[src/rtl/mem_arb_pkg.sv]
// rtl/mem_arb_pkg.sv - shared types for the two-port memory arbiter
// Contents:
//   state_t  : arbiter FSM states (IDLE, ACCESS, RESP)
//   req_id_t : requester identity (REQ_CPU=0, REQ_DBG=1)
// Build option: MEM_ARB_ROUND_ROBIN_EN (consumed by arb_pick and mem_arbiter)
package mem_arb_pkg;

    typedef enum logic [1:0] {
        IDLE   = 2'd0,
        ACCESS = 2'd1,
        RESP   = 2'd2
    } state_t;

    typedef enum logic {
        REQ_CPU = 1'b0,
        REQ_DBG = 1'b1
    } req_id_t;

endpackage

[src/rtl/arb_pick.sv]
// rtl/arb_pick.sv - combinational winner selection between CPU and DBG
// Ports:
//   cpu_req, dbg_req : raw request lines
//   ptr              : last-served requester (round-robin history)
//   winner           : requester to grant when any request is high
// Build option: MEM_ARB_ROUND_ROBIN_EN selects round-robin, otherwise CPU
//   has fixed priority.
module arb_pick
    import mem_arb_pkg::*;
(
    input  logic    cpu_req,
    input  logic    dbg_req,
    input  req_id_t ptr,
    output req_id_t winner
);

`ifdef MEM_ARB_ROUND_ROBIN_EN
    // On contention the port that was not served last wins.
    always_comb begin
        winner = REQ_CPU;
        if (cpu_req && dbg_req) begin
            winner = (ptr == REQ_CPU) ? REQ_DBG : REQ_CPU;
        end else if (dbg_req) begin
            winner = REQ_DBG;
        end else begin
            winner = REQ_CPU;
        end
    end
`else
    // Fixed priority. With no request the result is ignored by the caller;
    // returning ptr there keeps the port meaningful in both builds.
    always_comb begin
        winner = ptr;
        if (cpu_req) begin
            winner = REQ_CPU;
        end else if (dbg_req) begin
            winner = REQ_DBG;
        end
    end
`endif

endmodule

[src/rtl/mem_arbiter.sv]
// rtl/mem_arbiter.sv - CPU/debug arbiter in front of a single-port RAM
// Ports:
//   clk_100M, rst (sync, active-high), clk_en (advance strobe)
//   cpu_req/cpu_we/cpu_addr/cpu_wdata -> cpu_ack/cpu_rdata : CPU port
//   dbg_req/dbg_we/dbg_addr/dbg_wdata -> dbg_ack/dbg_rdata : debug/loader port
//   wr_en/mem_addr/w_data -> RAM, r_data <- RAM (one tick read latency)
//   busy (not IDLE), owner (0=CPU, 1=DBG)
// Build option: MEM_ARB_ROUND_ROBIN_EN enables round-robin on contention;
//   without it the CPU has fixed priority and no pointer flop exists.
module mem_arbiter
    import mem_arb_pkg::*;
#(
    parameter int AW = 32,
    parameter int DW = 32
)
(
    input  logic          clk_100M,
    input  logic          rst,
    input  logic          clk_en,

    input  logic          cpu_req,
    input  logic          cpu_we,
    input  logic [AW-1:0] cpu_addr,
    input  logic [DW-1:0] cpu_wdata,
    output logic          cpu_ack,
    output logic [DW-1:0] cpu_rdata,

    input  logic          dbg_req,
    input  logic          dbg_we,
    input  logic [AW-1:0] dbg_addr,
    input  logic [DW-1:0] dbg_wdata,
    output logic          dbg_ack,
    output logic [DW-1:0] dbg_rdata,

    output logic          wr_en,
    output logic [AW-1:0] mem_addr,
    output logic [DW-1:0] w_data,
    input  logic [DW-1:0] r_data,

    output logic          busy,
    output logic          owner
);

    state_t  state;
    req_id_t owner_q;
    req_id_t winner;
    req_id_t rr_ptr;
    logic    lat_we;
    logic    any_req;
    logic    grant;

    assign any_req = cpu_req | dbg_req;
    assign grant   = clk_en && (state == IDLE) && any_req;

    arb_pick u_arb_pick (
        .cpu_req (cpu_req),
        .dbg_req (dbg_req),
        .ptr     (rr_ptr),
        .winner  (winner)
    );

`ifdef MEM_ARB_ROUND_ROBIN_EN
    // Pointer remembers the last grant; resetting it to DBG lets the CPU
    // win the first contention after reset.
    always_ff @(posedge clk_100M) begin
        if (rst) begin
            rr_ptr <= REQ_DBG;
        end else if (grant) begin
            rr_ptr <= winner;
        end
    end
`else
    assign rr_ptr = REQ_CPU;
`endif

    always_ff @(posedge clk_100M) begin
        if (rst) begin
            state     <= IDLE;
            owner_q   <= REQ_CPU;
            lat_we    <= 1'b0;
            mem_addr  <= '0;
            w_data    <= '0;
            cpu_rdata <= '0;
            dbg_rdata <= '0;
            cpu_ack   <= 1'b0;
            dbg_ack   <= 1'b0;
        end else begin
            // Acks are single clk_100M pulses, cleared even when clk_en is low.
            cpu_ack <= 1'b0;
            dbg_ack <= 1'b0;
            if (clk_en) begin
                case (state)
                    IDLE: begin
                        if (any_req) begin
                            owner_q <= winner;
                            if (winner == REQ_DBG) begin
                                lat_we   <= dbg_we;
                                mem_addr <= dbg_addr;
                                w_data   <= dbg_wdata;
                            end else begin
                                lat_we   <= cpu_we;
                                mem_addr <= cpu_addr;
                                w_data   <= cpu_wdata;
                            end
                            state <= ACCESS;
                        end
                    end
                    ACCESS: begin
                        state <= RESP;
                    end
                    RESP: begin
                        // r_data now reflects the address presented in ACCESS.
                        if (owner_q == REQ_DBG) begin
                            dbg_ack <= 1'b1;
                            if (!lat_we) begin
                                dbg_rdata <= r_data;
                            end
                        end else begin
                            cpu_ack <= 1'b1;
                            if (!lat_we) begin
                                cpu_rdata <= r_data;
                            end
                        end
                        state <= IDLE;
                    end
                    default: begin
                        state <= IDLE;
                    end
                endcase
            end
        end
    end

    assign wr_en = (state == ACCESS) && lat_we;
    assign busy  = (state != IDLE);
    assign owner = owner_q;

endmodule

[config.mk]
export PLATFORM = sky130hd
export DESIGN_NAME = mem_arbiter
export DESIGN_NICKNAME = d
export VERILOG_FILES = /design/src/rtl/mem_arb_pkg.sv /design/src/rtl/arb_pick.sv /design/src/rtl/mem_arbiter.sv
export SDC_FILE = /design/constraint.sdc
export NUM_CORES = 1
export LEC_CHECK = 0
export CAP_MARGIN = 20
export CORE_ASPECT_RATIO = 1.75
export CORE_MARGIN = 5
export CORE_UTILIZATION = 44
export DETAILED_ROUTE_END_ITERATION = 6
export PLACE_DENSITY = 0.86
export SYNTH_ARGS = -nofsm -noshare
export SYNTH_HDL_FRONTEND = slang
export SYNTH_SLANG_ARGS = --single-unit
export TNS_END_PERCENT = 10
[constraint.sdc]
create_clock -name clk_100M -period 4.39 [get_ports clk_100M]
set_clock_uncertainty 0.15 [all_clocks]
set_input_delay 0.878 -clock clk_100M [delete_from_list [all_inputs] [get_ports clk_100M]]
set_output_delay 0.878 -clock clk_100M [all_outputs]
set_load 0.02 [all_outputs]
After elaboration in Yosys (flattened, before gate mapping)
Index checks and enable logic that the tools add are counted.

storage, ports and cells
  register bits after elaboration = 134
  bits of input ports = 167
  output and inout port bits = 133

operators by class
  eq/ne operators = 3
  multiplexer cells = 9
  bitwise operators = 5
  reductions and logical operators = 8

operators by type and width
  kind                  count
  $mux W32              2
  $reduce_and A4 Y1     2
  $mux W1               5
  $not A1 Y1            4
  $pmux W2 S2           1
  $reduce_and A3 Y1     1
  $reduce_or A3 Y1      1
  $eq A2 B1 Y1 const B  1
  $eq A2 B2 Y1 const B  1
  $logic_not A2 Y1      1
  $mux W2               1
  $ne A2 B2 Y1 const B  1
  $reduce_and A2 Y1     1
  $reduce_bool A2 Y1    1
  $logic_and A1 B1 Y1   1
  $or A1 B1 Y1          1

Logic depth before layout (Yosys ltp)
Gate-level depths: netlist of the first run.

  word-level depth = 3
  gate-level depth with buffers = 6
  depth with buffers taken out = 3

By module
A second synthesis of the first run with hierarchy kept.

unflattened totals
  cells, all modules = 570
  area total of the unflattened synthesis = 5839.4 um^2

by module, submodules not included
  module       instances  cells an instance  area an instance (um^2)
  mem_arbiter  1          569                5829.3
  arb_pick     1          1                  10.0

Worst setup path after synthesis of the first run
Ideal clock, no wire load.

  path kind = input -> register
  start = input port cpu_req
  end = register mem_addr[0]
  library setup time = 0.146 ns
  arrival time = 1.725 ns
  data required time = 4.094 ns
  setup slack = 2.369 ns
  cell stages on the path = 6
  buffers on the path = 3
  cell sequence = or2_0 clkbuf_1 buf_2 buf_2 a21oi_1 a211oi_2

on the way
  cells in the longest elaborated chain, start to end = 2
  elaborated cells between the ends (all ways) = 4
  those cells by class = mux: 2; bitwise: 1; reduce/logical: 1

RTL lines
  what                                                                   line                               source
  start: declaration                                                     mem_arbiter.sv:21                  input logic cpu_req,
  $or A1 B1 Y1 / $mux W1 (equally long branches)                         mem_arbiter.sv:52, arb_pick.sv:34
  $reduce_and A3 Y1 (no source line) / $mux W32 (equally long branches)  --
  end signal: assignment                                                 mem_arbiter.sv:98                  mem_addr <= dbg_addr;
  end signal: assignment                                                 mem_arbiter.sv:102                 mem_addr <= cpu_addr;
  end: declaration                                                       mem_arbiter.sv:36                  output logic [AW-1:0] mem_addr,

Parallel ways exist; a longest one is shown, timed or not.
A chain may end at the register's enable or synchronous reset.

Worst setup path in the final report of the first run
  start = register state[1]
  end = output port busy

on the way
  cells in the longest elaborated chain, start to end = 1

RTL lines
  what                      line                source
  start: declaration        mem_arbiter.sv:44   state_t state;
  start signal: assignment  mem_arbiter.sv:78   state <= IDLE;
  start signal: assignment  mem_arbiter.sv:105  state <= ACCESS;
  start signal: assignment  mem_arbiter.sv:109  state <= RESP;
  $reduce_bool A2 Y1        mem_arbiter.sv:135  assign busy = (state != IDLE);
  end: declaration          mem_arbiter.sv:40   output logic busy,

Every way passes these cells.

==> results of run 1 <==
==> per-layer routing <==
metal	vias to the layer above	global-route usage, %	part of all wire (%)
li1	2554	-	-
met1	2489	23.9	37
met2	243	40.4	50
met3	36	8.49	9.6
met4	0	9.33	2.9
met5	-	0	0
==> layout by cell type, fill, tap and decap left out <==
cell type,n
a211oi_2,50
nand4bb_2,1
buf_4,7
nor4bb_1,1
nor2b_2,1
clkinvlp_4,4
clkbuf_1,2
a211oi_1,16
nor3b_4,1
buf_12,2
clkinv_2,1
and4b_2,1
nor4bb_2,1
nor2b_1,1
clkinv_4,2
dfxtp_1,134
mux2i_1,129
nand4b_1,1
clkbuf_8,1
and2_2,1
inv_6,1
or2_2,2
bufinv_16,3
mux2_2,1
and3b_1,1
and4b_1,1
nand2_1,1
clkbuf_16,17
clkdlybuf4s50_1,298
a21oi_1,67
buf_16,1
nor2_1,2
nand2b_4,1
nand2b_1,96
==> final cells by class <==
cell class              instances  area, sq um
flip-flops and latches        134         2680
well taps                     177          221
multi-input cells             376         3140
clock buffers                  20          447
clock inverters                11          151
fillers                      1015         4090
repair buffers                308         3100
==> worst register-to-register path, stage by stage (launching register included) <==
cell	delay (ns)
dfxtp_1	0.42
nor3b_4	0.23
and2_2	0.76
buf_12	0.32
a211oi_1	0.15
==> stage by stage <==
step	total power [mW]	instance area, sq um
finish	3.41	9750
global route	3.53	9750
CTS	3.43	9720
detailed placement	2.00	9120
global placement	1.98	9120
floorplan	1.68	6140
==> sequential cells by signal (all words and copies together), names as in the netlist <==
| register | flops |
|---|---|
| cpu_ack | 1 |
| cpu_rdata | 32 |
| dbg_ack | 1 |
| dbg_rdata | 32 |
| lat_we | 1 |
| mem_addr | 32 |
| owner | 1 |
| state | 2 |
| w_data | 32 |
==> cell families after synthesis <==
family	Yosys count
flops	134
mux	130
buf+inv	55
compound gates	133
simple gates	113
==> worst max path at each step <==
| stage | startpoint | endpoint | slack (ns) | cells after the start |
|---|---|---|---|---|
| after global placement | clk_en | w_data[31]$_SDFFE_PP0P_ | 1.26 | 5 |
| after CTS | state[1]$_SDFFE_PP0P_ | wr_en | 1.61 | 2 |
| after floorplan | cpu_req | mem_addr[0]$_SDFFE_PP0P_ | 2.37 | 6 |
| final | state[1]$_SDFFE_PP0P_ | busy | 1.62 | 2 |
| after global routing | clk_en | w_data[5]$_SDFFE_PP0P_ | 1.50 | 5 |
| after detailed placement | clk_en | w_data[5]$_SDFFE_PP0P_ | 1.21 | 5 |
==> report_power, final <==
| part | internal, mW | switching, mW | leakage [nW] |
|---|---|---|---|
| clock | 0.908 | 0.523 | 0.279 |
| combinational | 0.351 | 0.308 | 2.49 |
| sequential | 1.28 | 0.0375 | 1.09 |
==> qor.txt, run 1 <==
status: complete, no violations
Die H: 166 um
post-synthesis adder-cell area fraction: 0%
die span in x: 99.3 um
Reg2Reg Depth: 4
Root Buffer: clkbuf_16
syn_area_per_cell: 10.9 sq um
Seq/Total Area, Yosys: 43.7%
RSZ-0062 raised after global routing: no
Slew Viols, Final: 0
worst hold path type: reg -> reg
CP endpoint kind: primary output
Post-synth EDFFs: 0
worst reg2reg endpoint: w_data[5]$_SDFFE_PP0P_
maximum VDD drop: 263 uV
WL final: 19500 um
clock sink total: 134
max_cap viols: 0
Unique masters post-synth: 25
DRC viols: 0
Synth top area share: 43.7%
Final WS setup: 1.62 ns
WS Path Type: reg -> out
io pins: 300
LEAKAGE: 3.86 nW
slew margin rel.: 40.4%
gr usage total: 22.8%
number of global-route vias before repair: 5729
Core Box Area: 13800 sq um
# diodes: 0
drt pass-1 iters: 4
routed len/inst: 19.0 um
grt ovf: 0
syn_nets: 732
area share of and/or/nand/nor cells after synthesis: 12.0%
Top delay family on crit path: buffers and inverters
Setup Buffers After CTS: 0
cell taking the most area after synthesis: dfxtp_1
worst path cell trace: or2_2 > clkdlybuf4s50_1
worst path arrival time: 1.74 ns
largest net degree at the start of global routing: 134
Worst-path clk slew: 0.05 ns
initial antenna violation count: 0
Layout Cells excl Fill: 1026
Compound-Gate Fraction of Synth Area: 17.6%
share of layout cells above drive strength 1: 11.7%
Starting DRT DRC Count: 159
hold path start: cpu_rdata[30]$_SDFFE_PP0P_
WHS Endpoint: cpu_rdata[30]$_SDFFE_PP0P_
hold path cells: 2
XOR/XNOR Fraction of Synth Area: 0%
top_reg_cell synth: dfxtp_1
final antenna-violating net count: 0
power density cells: 349 nW/um^2
# placed instances: 994
Gate Count Post-Synth: 565
count leader, synth: dfxtp_1
Vias/cell: 5.19
clk buf depth: 2
num rows: 57
via count: 5322
Final Critical Period: 2.77 ns
fin crit share: 63.0%
hold buffers post-CTS: 0
final core utilization: 70.5%
CTS Buf Count: 17
post-cts resize count: 0
routability-driven placement congestion ratio: 0.812
Seq cells post-synth: 134
H-tree levels: 4
fraction of synthesized area in multiplexers: 21.2%
final setup violation count: 0
PortBufs: 299
Worst-Skew Late Latency: 0.40 ns
Least-Margin Pin Slew: 0.894 ns
Area growth syn-to-layout: 58.7%
Hold WS: 0.318 ns
Max Freq: 0.361 GHz
largest family of logic cells by synthesized area: multiplexers
Buf/Inv on CP: 1
DP Wirelength: 14500 um
critical path peak fanout: 10
r2r setup slk: 2.22 ns
Die Footprint: 16500 sq um
crit start category: flip-flop
final hold vios: 0
CP max stage delay: 0.62 ns
first-pass GRT wire length: 30500 um
asr flop ratio synth: 0%
Ys Warns: 0
mapped cell area: 6140 sq um
Final nets: 1004
initial core utilization: 44.4%
Setup WS pre-CTS: 1.21 ns
CTS tree: yes
Final TNS setup: 0 ns
reg2reg start: state[1]$_SDFFE_PP0P_
Area contributors post-synth: dfxtp_1, mux2i_1, a211oi_2
slowest CP cell: clkdlybuf4s50_1
Post-synth top cells: dfxtp_1, mux2i_1, nand2b_1
Worst Path Required: 3.36 ns
(Power assumes the default switching activity.)
==> run 2, diff against run 1 <==
--- a/config.mk
+++ b/config.mk
@@ -8,9 +8,9 @@
 export CAP_MARGIN = 20
 export CORE_ASPECT_RATIO = 1.75
 export CORE_MARGIN = 5
-export CORE_UTILIZATION = 44
+export CORE_UTILIZATION = 41
 export DETAILED_ROUTE_END_ITERATION = 6
-export PLACE_DENSITY = 0.86
+export PLACE_DENSITY = 0.81
 export SYNTH_ARGS = -nofsm -noshare
 export SYNTH_HDL_FRONTEND = slang
 export SYNTH_SLANG_ARGS = --single-unit
==> constraint.sdc (replaced) <==
create_clock -name clk_100M -period 2.75 [get_ports clk_100M]
set_clock_uncertainty 0.15 [all_clocks]
set_input_delay 0.55 -clock clk_100M [delete_from_list [all_inputs] [get_ports clk_100M]]
set_output_delay 0.55 -clock clk_100M [all_outputs]
set_load 0.02 [all_outputs]
==> run 2 against run 1 <==
Effect of this change:
- power is 59% higher
- sequential power is 59% higher
- die area is 6.7% higher
- combinational power is 61% higher
- clock-buffer cell count is 1 lower
- register-to-register slack worse by 1.2 ns
- setup slack worse by 1.4 ns
- global-route usage is 1.2 points lower
- final cell count is 1.2% higher
- critical path type unchanged
==> qor.txt, run 2 (synthesized netlist as in run 1, its figures left out) <==
Core Box Area: 14800 sq um (was 13800 sq um)
clock share of power: 41.5% (was 42.0%)
CP endpoint kind: primary output (unchanged)
routed len/inst: 18.9 um (was 19.0 um)
hold buffers post-CTS: 0 (unchanged)
Hold WS: 0.325 ns (was 0.318 ns)
number of global-route vias before repair: 5807 (was 5729)
share of layout cells above drive strength 1: 12.4% (was 11.7%)
fin crit share: 91.2%
io pins: 300 (unchanged)
# placed instances: 1005 (was 994)
drt pass-1 iters: 6 (was 4)
num rows: 59 (was 57)
via count: 5320 (was 5322)
status: complete, no violations (unchanged)
most common cell after layout, fill and taps aside: clkdlybuf4s50_1 (unchanged)
H-tree levels: 4 (unchanged)
DRC viols: 0 (unchanged)
crit start category: flip-flop (unchanged)
Final Critical Period: 2.51 ns
power density cells: 550 nW/um^2 (was 349 nW/um^2)
Area growth syn-to-layout: 60.1% (was 58.7%)
gr usage total: 21.6% (was 22.8%)
clk buf depth: 2 (unchanged)
Sequential Power Share: 38.9% (was 38.6%)
Worst-Skew Late Latency: 0.40 ns (about the same)
most frequent cells in the layout: clkdlybuf4s50_1, dfxtp_1, mux2i_1, nand2b_1, a21oi_1 (unchanged)
Root Buffer: clkbuf_16 (unchanged)
Final TNS setup: 0 ns (unchanged)
PortBufs: 299 (unchanged)
Die Footprint: 17600 sq um (was 16500 sq um)
Vias/cell: 5.13 (was 5.19)
Die H: 172 um (was 166 um)
CTS Buf Count: 17 (unchanged)
die span in x: 103 um (was 99.3 um)
worst hold path type: reg -> reg (unchanged)
Final Cell Area: 9830 sq um (was 9750 sq um)
Max Freq: 0.399 GHz
grt ovf: 0 (unchanged)
Post-DP Area: 9240 sq um (was 9120 sq um)
LEAKAGE: 3.91 nW (was 3.86 nW)
initial core utilization: 41.4% (was 44.4%)
final setup violation count: 0 (unchanged)
initial antenna violation count: 1 (was 0)
routability-driven placement congestion ratio: 0.789 (was 0.812)
DP Wirelength: 14900 um (was 14500 um)
RSZ-0062 raised after global routing: no (unchanged)
Least-Margin Pin Slew: 0.525 ns (was 0.894 ns)
post-cts resize count: 0 (unchanged)
CTS tree: yes (unchanged)
first-pass GRT wire length: 29800 um (was 30500 um)
WS Path Type: reg -> out (unchanged)
Combinational Power Share: 19.6% (was 19.4%)
Layout Cells excl Fill: 1038 (was 1026)
slew margin rel.: 65.0% (was 40.4%)
Pint: 3.94 mW (was 2.54 mW)
switching power: 1.47 mW (was 0.869 mW)
largest net degree at the start of global routing: 76 (was 134)
final hold vios: 0 (unchanged)
WL final: 19600 um (was 19500 um)
Final nets: 1008 (was 1004)
worst path arrival time: 1.81 ns (was 1.74 ns)
Slew Viols, Final: 0 (unchanged)
Starting DRT DRC Count: 175 (was 159)
critical path peak fanout: 10 (unchanged)
Filler cells: 1134 (was 1015)
max_cap viols: 0 (unchanged)
clock sink total: 134 (unchanged)
switch share: 27.2% (was 25.5%)
Setup Buffers After CTS: 0 (unchanged)
maximum VDD drop: 409 uV (was 263 uV)
final antenna-violating net count: 0 (unchanged)
Worst-path clk slew: 0.06 ns (was 0.05 ns)
Worst Path Required: 2.05 ns (was 3.36 ns)
[run 2: metrics by stage]
step	utilization [%]	worst slack (ns)	power, mW
5_1_grt	66.3	0.142	5.63
4_1_cts	66.3	0.216	5.46
2_1_floorplan	-	1.06	2.68
3_3_place_gp	62.3	0.459	3.19
6_report	66.3	0.242	5.41
3_5_place_dp	62.3	0.379	3.21
[run 2: power groups by stage]
stage	logic [mW]	registers, mW	clock network, mW
6_report	1.06	2.10	2.24
5_1_grt	1.13	2.11	2.38
3_5_place_dp	1.07	2.14	0
2_1_floorplan	0.427	2.25	0
4_1_cts	1.07	2.10	2.29
3_3_place_gp	1.05	2.14	0
[run 2: final timing paths]
kind | cells past startpoint | startpoint | end | slack, ns
worst min register to register | 2 | cpu_rdata[1]$_SDFFE_PP0P_ | cpu_rdata[1]$_SDFFE_PP0P_ | 0.32
worst max-delay path | 2 | state[1]$_SDFFE_PP0P_ | busy | 0.24
worst min-delay path | 2 | cpu_rdata[1]$_SDFFE_PP0P_ | cpu_rdata[1]$_SDFFE_PP0P_ | 0.32
worst max register to register | 4 | state[1]$_SDFFE_PP0P_ | w_data[0]$_SDFFE_PP0P_ | 1.06
[run 2: area by class of cell]
type / instances / area (sq um) / area share [%]
diodes: 1 / 2.50 / 0.0254
clock buffers: 19 / 453 / 4.61
clock inverters: 13 / 135 / 1.37
multi-input cells: 376 / 3140 / 32.0
flip-flops and latches: 134 / 2680 / 27.3
well taps: 183 / 229 / 2.33
repair buffers: 312 / 3190 / 32.4
[run 2: layer usage]
metal,vias up,wire length (um),global-route usage (%)
met5,-,0,0
met4,0,512,9.14
met1,2456,6920,22.4
li1,2572,-,-
met2,259,9610,37.2
met3,33,2550,9.81
[run 2: critical path: stages, from the launching register on]
cell             delay [ns]
dfxtp_1                0.55
or2_2                  0.19
clkdlybuf4s50_1        0.66
==> run 3, diff against run 2 <==
--- a/config.mk
+++ b/config.mk
@@ -6,7 +6,6 @@
 export NUM_CORES = 1
 export LEC_CHECK = 0
 export CAP_MARGIN = 20
-export CORE_ASPECT_RATIO = 1.75
 export CORE_MARGIN = 5
 export CORE_UTILIZATION = 41
 export DETAILED_ROUTE_END_ITERATION = 6
==> run 3 against run 2 <==
Effect of this change:
- final area fell by 0.42%
- global-route usage shrank 0.64 points
- final cell count about the same
- utilization up 0.85 points
- first-iteration DRC count up 45%
- critical path type unchanged
- largest cell class unchanged
- highest routed layer is now met5
==> qor.txt, run 3 (synthesized netlist as in run 1, its figures left out) <==
drt pass-1 iters: 4 (was 6)
largest net degree at the start of global routing: 100 (was 76)
Sequential Power Share: 39.3% (was 38.9%)
gr usage total: 21.0% (was 21.6%)
number of global-route vias before repair: 5635 (was 5807)
Reg2Reg Depth: 4 (unchanged)
clock sink total: 134 (unchanged)
routed len/inst: 18.3 um (was 18.9 um)
final antenna-violating net count: 0 (unchanged)
reg2reg start: state[1]$_SDFFE_PP0P_ (unchanged)
H-tree levels: 4 (unchanged)
Sequential Area: 2680 sq um (unchanged)
clk buf depth: 2 (unchanged)
WS Path Type: reg -> out (unchanged)
slew margin rel.: 55.4% (was 65.0%)
Die Footprint: 17500 sq um (was 17600 sq um)
WL final: 19000 um (was 19600 um)
hold path start: dbg_rdata[20]$_SDFFE_PP0P_ (was cpu_rdata[1]$_SDFFE_PP0P_)
io pins: 300 (unchanged)
clock share of power: 40.9% (was 41.5%)
DRC viols: 0 (unchanged)
Top delay family on crit path: buffers and inverters (unchanged)
DP Wirelength: 14200 um (was 14900 um)
Worst-path clk slew: 0.06 ns (about the same)
Vias/cell: 5.15 (was 5.13)
hold buffers post-CTS: 0 (unchanged)
Max Freq: 0.405 GHz (was 0.399 GHz)
Worst Path Required: 2.05 ns (about the same)
worst path cell trace: or2_2 > clkdlybuf4s50_1 (unchanged)
first-pass GRT wire length: 29900 um (was 29800 um)
initial core utilization: 42.1% (was 41.4%)
crit start category: flip-flop (unchanged)
worst path arrival time: 1.77 ns (was 1.81 ns)
Root Buffer: clkbuf_16 (unchanged)
Worst-Skew Late Latency: 0.40 ns (about the same)
Layout Cells excl Fill: 1039 (was 1038)
routability-driven placement congestion ratio: 0.854 (was 0.789)
die span in x: 132 um (was 103 um)
worst reg2reg endpoint: mem_addr[31]$_SDFFE_PP0P_ (was w_data[0]$_SDFFE_PP0P_)
WHS Endpoint: dbg_rdata[20]$_SDFFE_PP0P_ (was cpu_rdata[1]$_SDFFE_PP0P_)
CP max stage delay: 0.67 ns (was 0.66 ns)
Setup WS pre-CTS: 0.323 ns (was 0.379 ns)
# placed instances: 1009 (was 1005)
Hold WS: 0.323 ns (was 0.325 ns)
slowest CP cell: clkdlybuf4s50_1 (unchanged)
CP endpoint kind: primary output (unchanged)
Buf/Inv on CP: 1 (unchanged)
maximum VDD drop: 309 uV (was 409 uV)
Die H: 132 um (was 172 um)
Setup Buffers After CTS: 0 (unchanged)
CTS Buf Count: 17 (unchanged)
Starting DRT DRC Count: 253 (was 175)
final hold vios: 0 (unchanged)
Filler cells: 1110 (was 1134)
grt ovf: 0 (unchanged)
post-cts resize count: 0 (unchanged)
CTS tree: yes (unchanged)
Core Box Area: 14600 sq um (was 14800 sq um)
max_cap viols: 0 (unchanged)
Combinational Power Share: 19.8% (was 19.6%)
footprint of the multi-input gates: 3150 sq um (was 3140 sq um)
final setup violation count: 0 (unchanged)
Area growth syn-to-layout: 59.4% (was 60.1%)
Final WS setup: 0.278 ns (was 0.242 ns)
initial antenna violation count: 1 (unchanged)
r2r setup slk: 1.00 ns (was 1.06 ns)
status: complete, no violations (unchanged)
most frequent cells in the layout: clkdlybuf4s50_1, dfxtp_1, mux2i_1, nand2b_1, a21oi_1 (unchanged)
LEAKAGE: 3.90 nW (was 3.91 nW)
Slew Viols, Final: 0 (unchanged)
num rows: 44 (was 59)
via count: 5351 (was 5320)
# diodes: 0 (was 1)
Final TNS setup: 0 ns (unchanged)
power density cells: 547 nW/um^2 (was 550 nW/um^2)
RSZ-0062 raised after global routing: no (unchanged)
switching power: 1.35 mW (was 1.47 mW)
hold path cells: 2 (unchanged)
Pint: 4.00 mW (was 3.94 mW)
Tot Pwr: 5.35 mW (was 5.41 mW)
switch share: 25.2% (was 27.2%)
share of layout cells above drive strength 1: 12.3% (was 12.4%)
Final Critical Period: 2.47 ns (was 2.51 ns)
worst hold path type: reg -> reg (unchanged)
fin crit share: 89.9% (was 91.2%)
most common cell after layout, fill and taps aside: clkdlybuf4s50_1 (unchanged)
critical path peak fanout: 10 (unchanged)
Final nets: 1011 (was 1008)
PortBufs: 299 (unchanged)
Least-Margin Pin Slew: 0.669 ns (was 0.525 ns)
-- run 3: cell types whose count changed in the layout (fill, tap and decap cells not counted), sizes merged --
cell | previous run | this run
bufinv | 1 | 2
clkbuf | 19 | 22
clkinvlp | 2 | 1
buf | 14 | 17
inv | 8 | 0
clkinv | 2 | 5
diode | 1 | 0
-- run 3: worst max path at each step --
stage | cells past startpoint | end | from | slack, ns
floorplan | 6 | mem_addr[0]$_SDFFE_PP0P_ | cpu_req | 1.06
global placement | 5 | w_data[24]$_SDFFE_PP0P_ | cpu_req | 0.43
detailed placement | 5 | mem_addr[31]$_SDFFE_PP0P_ | clk_en | 0.32
CTS | 2 | busy | state[1]$_SDFFE_PP0P_ | 0.26
global route | 2 | busy | state[1]$_SDFFE_PP0P_ | 0.23
finish | 2 | busy | state[1]$_SDFFE_PP0P_ | 0.28
-- run 3: final cells by class --
| class | count | share of cell area, % |
|---|---|---|
| clock buffer | 22 | 4.84 |
| tap | 184 | 2.35 |
| clock inverter | 8 | 1.02 |
| multi-input combinational | 376 | 32.1 |
| timing repair buffer | 315 | 32.3 |
| sequential | 134 | 27.4 |
-- run 3: power by group through the flow --
stage               Combinational [mW]  Sequential (mW)  Clock, mW
floorplan                        0.427             2.25          0
global placement                  1.04             2.14          0
detailed placement                1.06             2.14          0
CTS                               1.07             2.10       2.24
global route                      1.13             2.11       2.32
finish                            1.06             2.10       2.19
-- run 3: through the flow --
step / utilization (%) / area (sq um)
4_1_cts: 67.1 / 9790
5_1_grt: 67.1 / 9790
3_3_place_gp: 63.2 / 9220
6_report: 67.1 / 9790
3_5_place_dp: 63.2 / 9220
2_1_floorplan: - / 6140
-- run 3: worst register-to-register path: cells and delay by family (launching register included) --
kind,cells,cell delay [ns]
AND/OR/NAND/NOR,1,0.26
flip-flops,1,0.41
AO/OA/AOI/OAI,2,0.43
buffers and inverters,1,0.42
-- run 3: routing by layer --
metal	global-route usage [%]	vias up	part of all wire, %
li1	-	2579	-
met1	23.5	2523	39
met2	35.1	222	49
met3	9.92	25	10
met4	6.96	2	1.8
met5	0	-	0.068
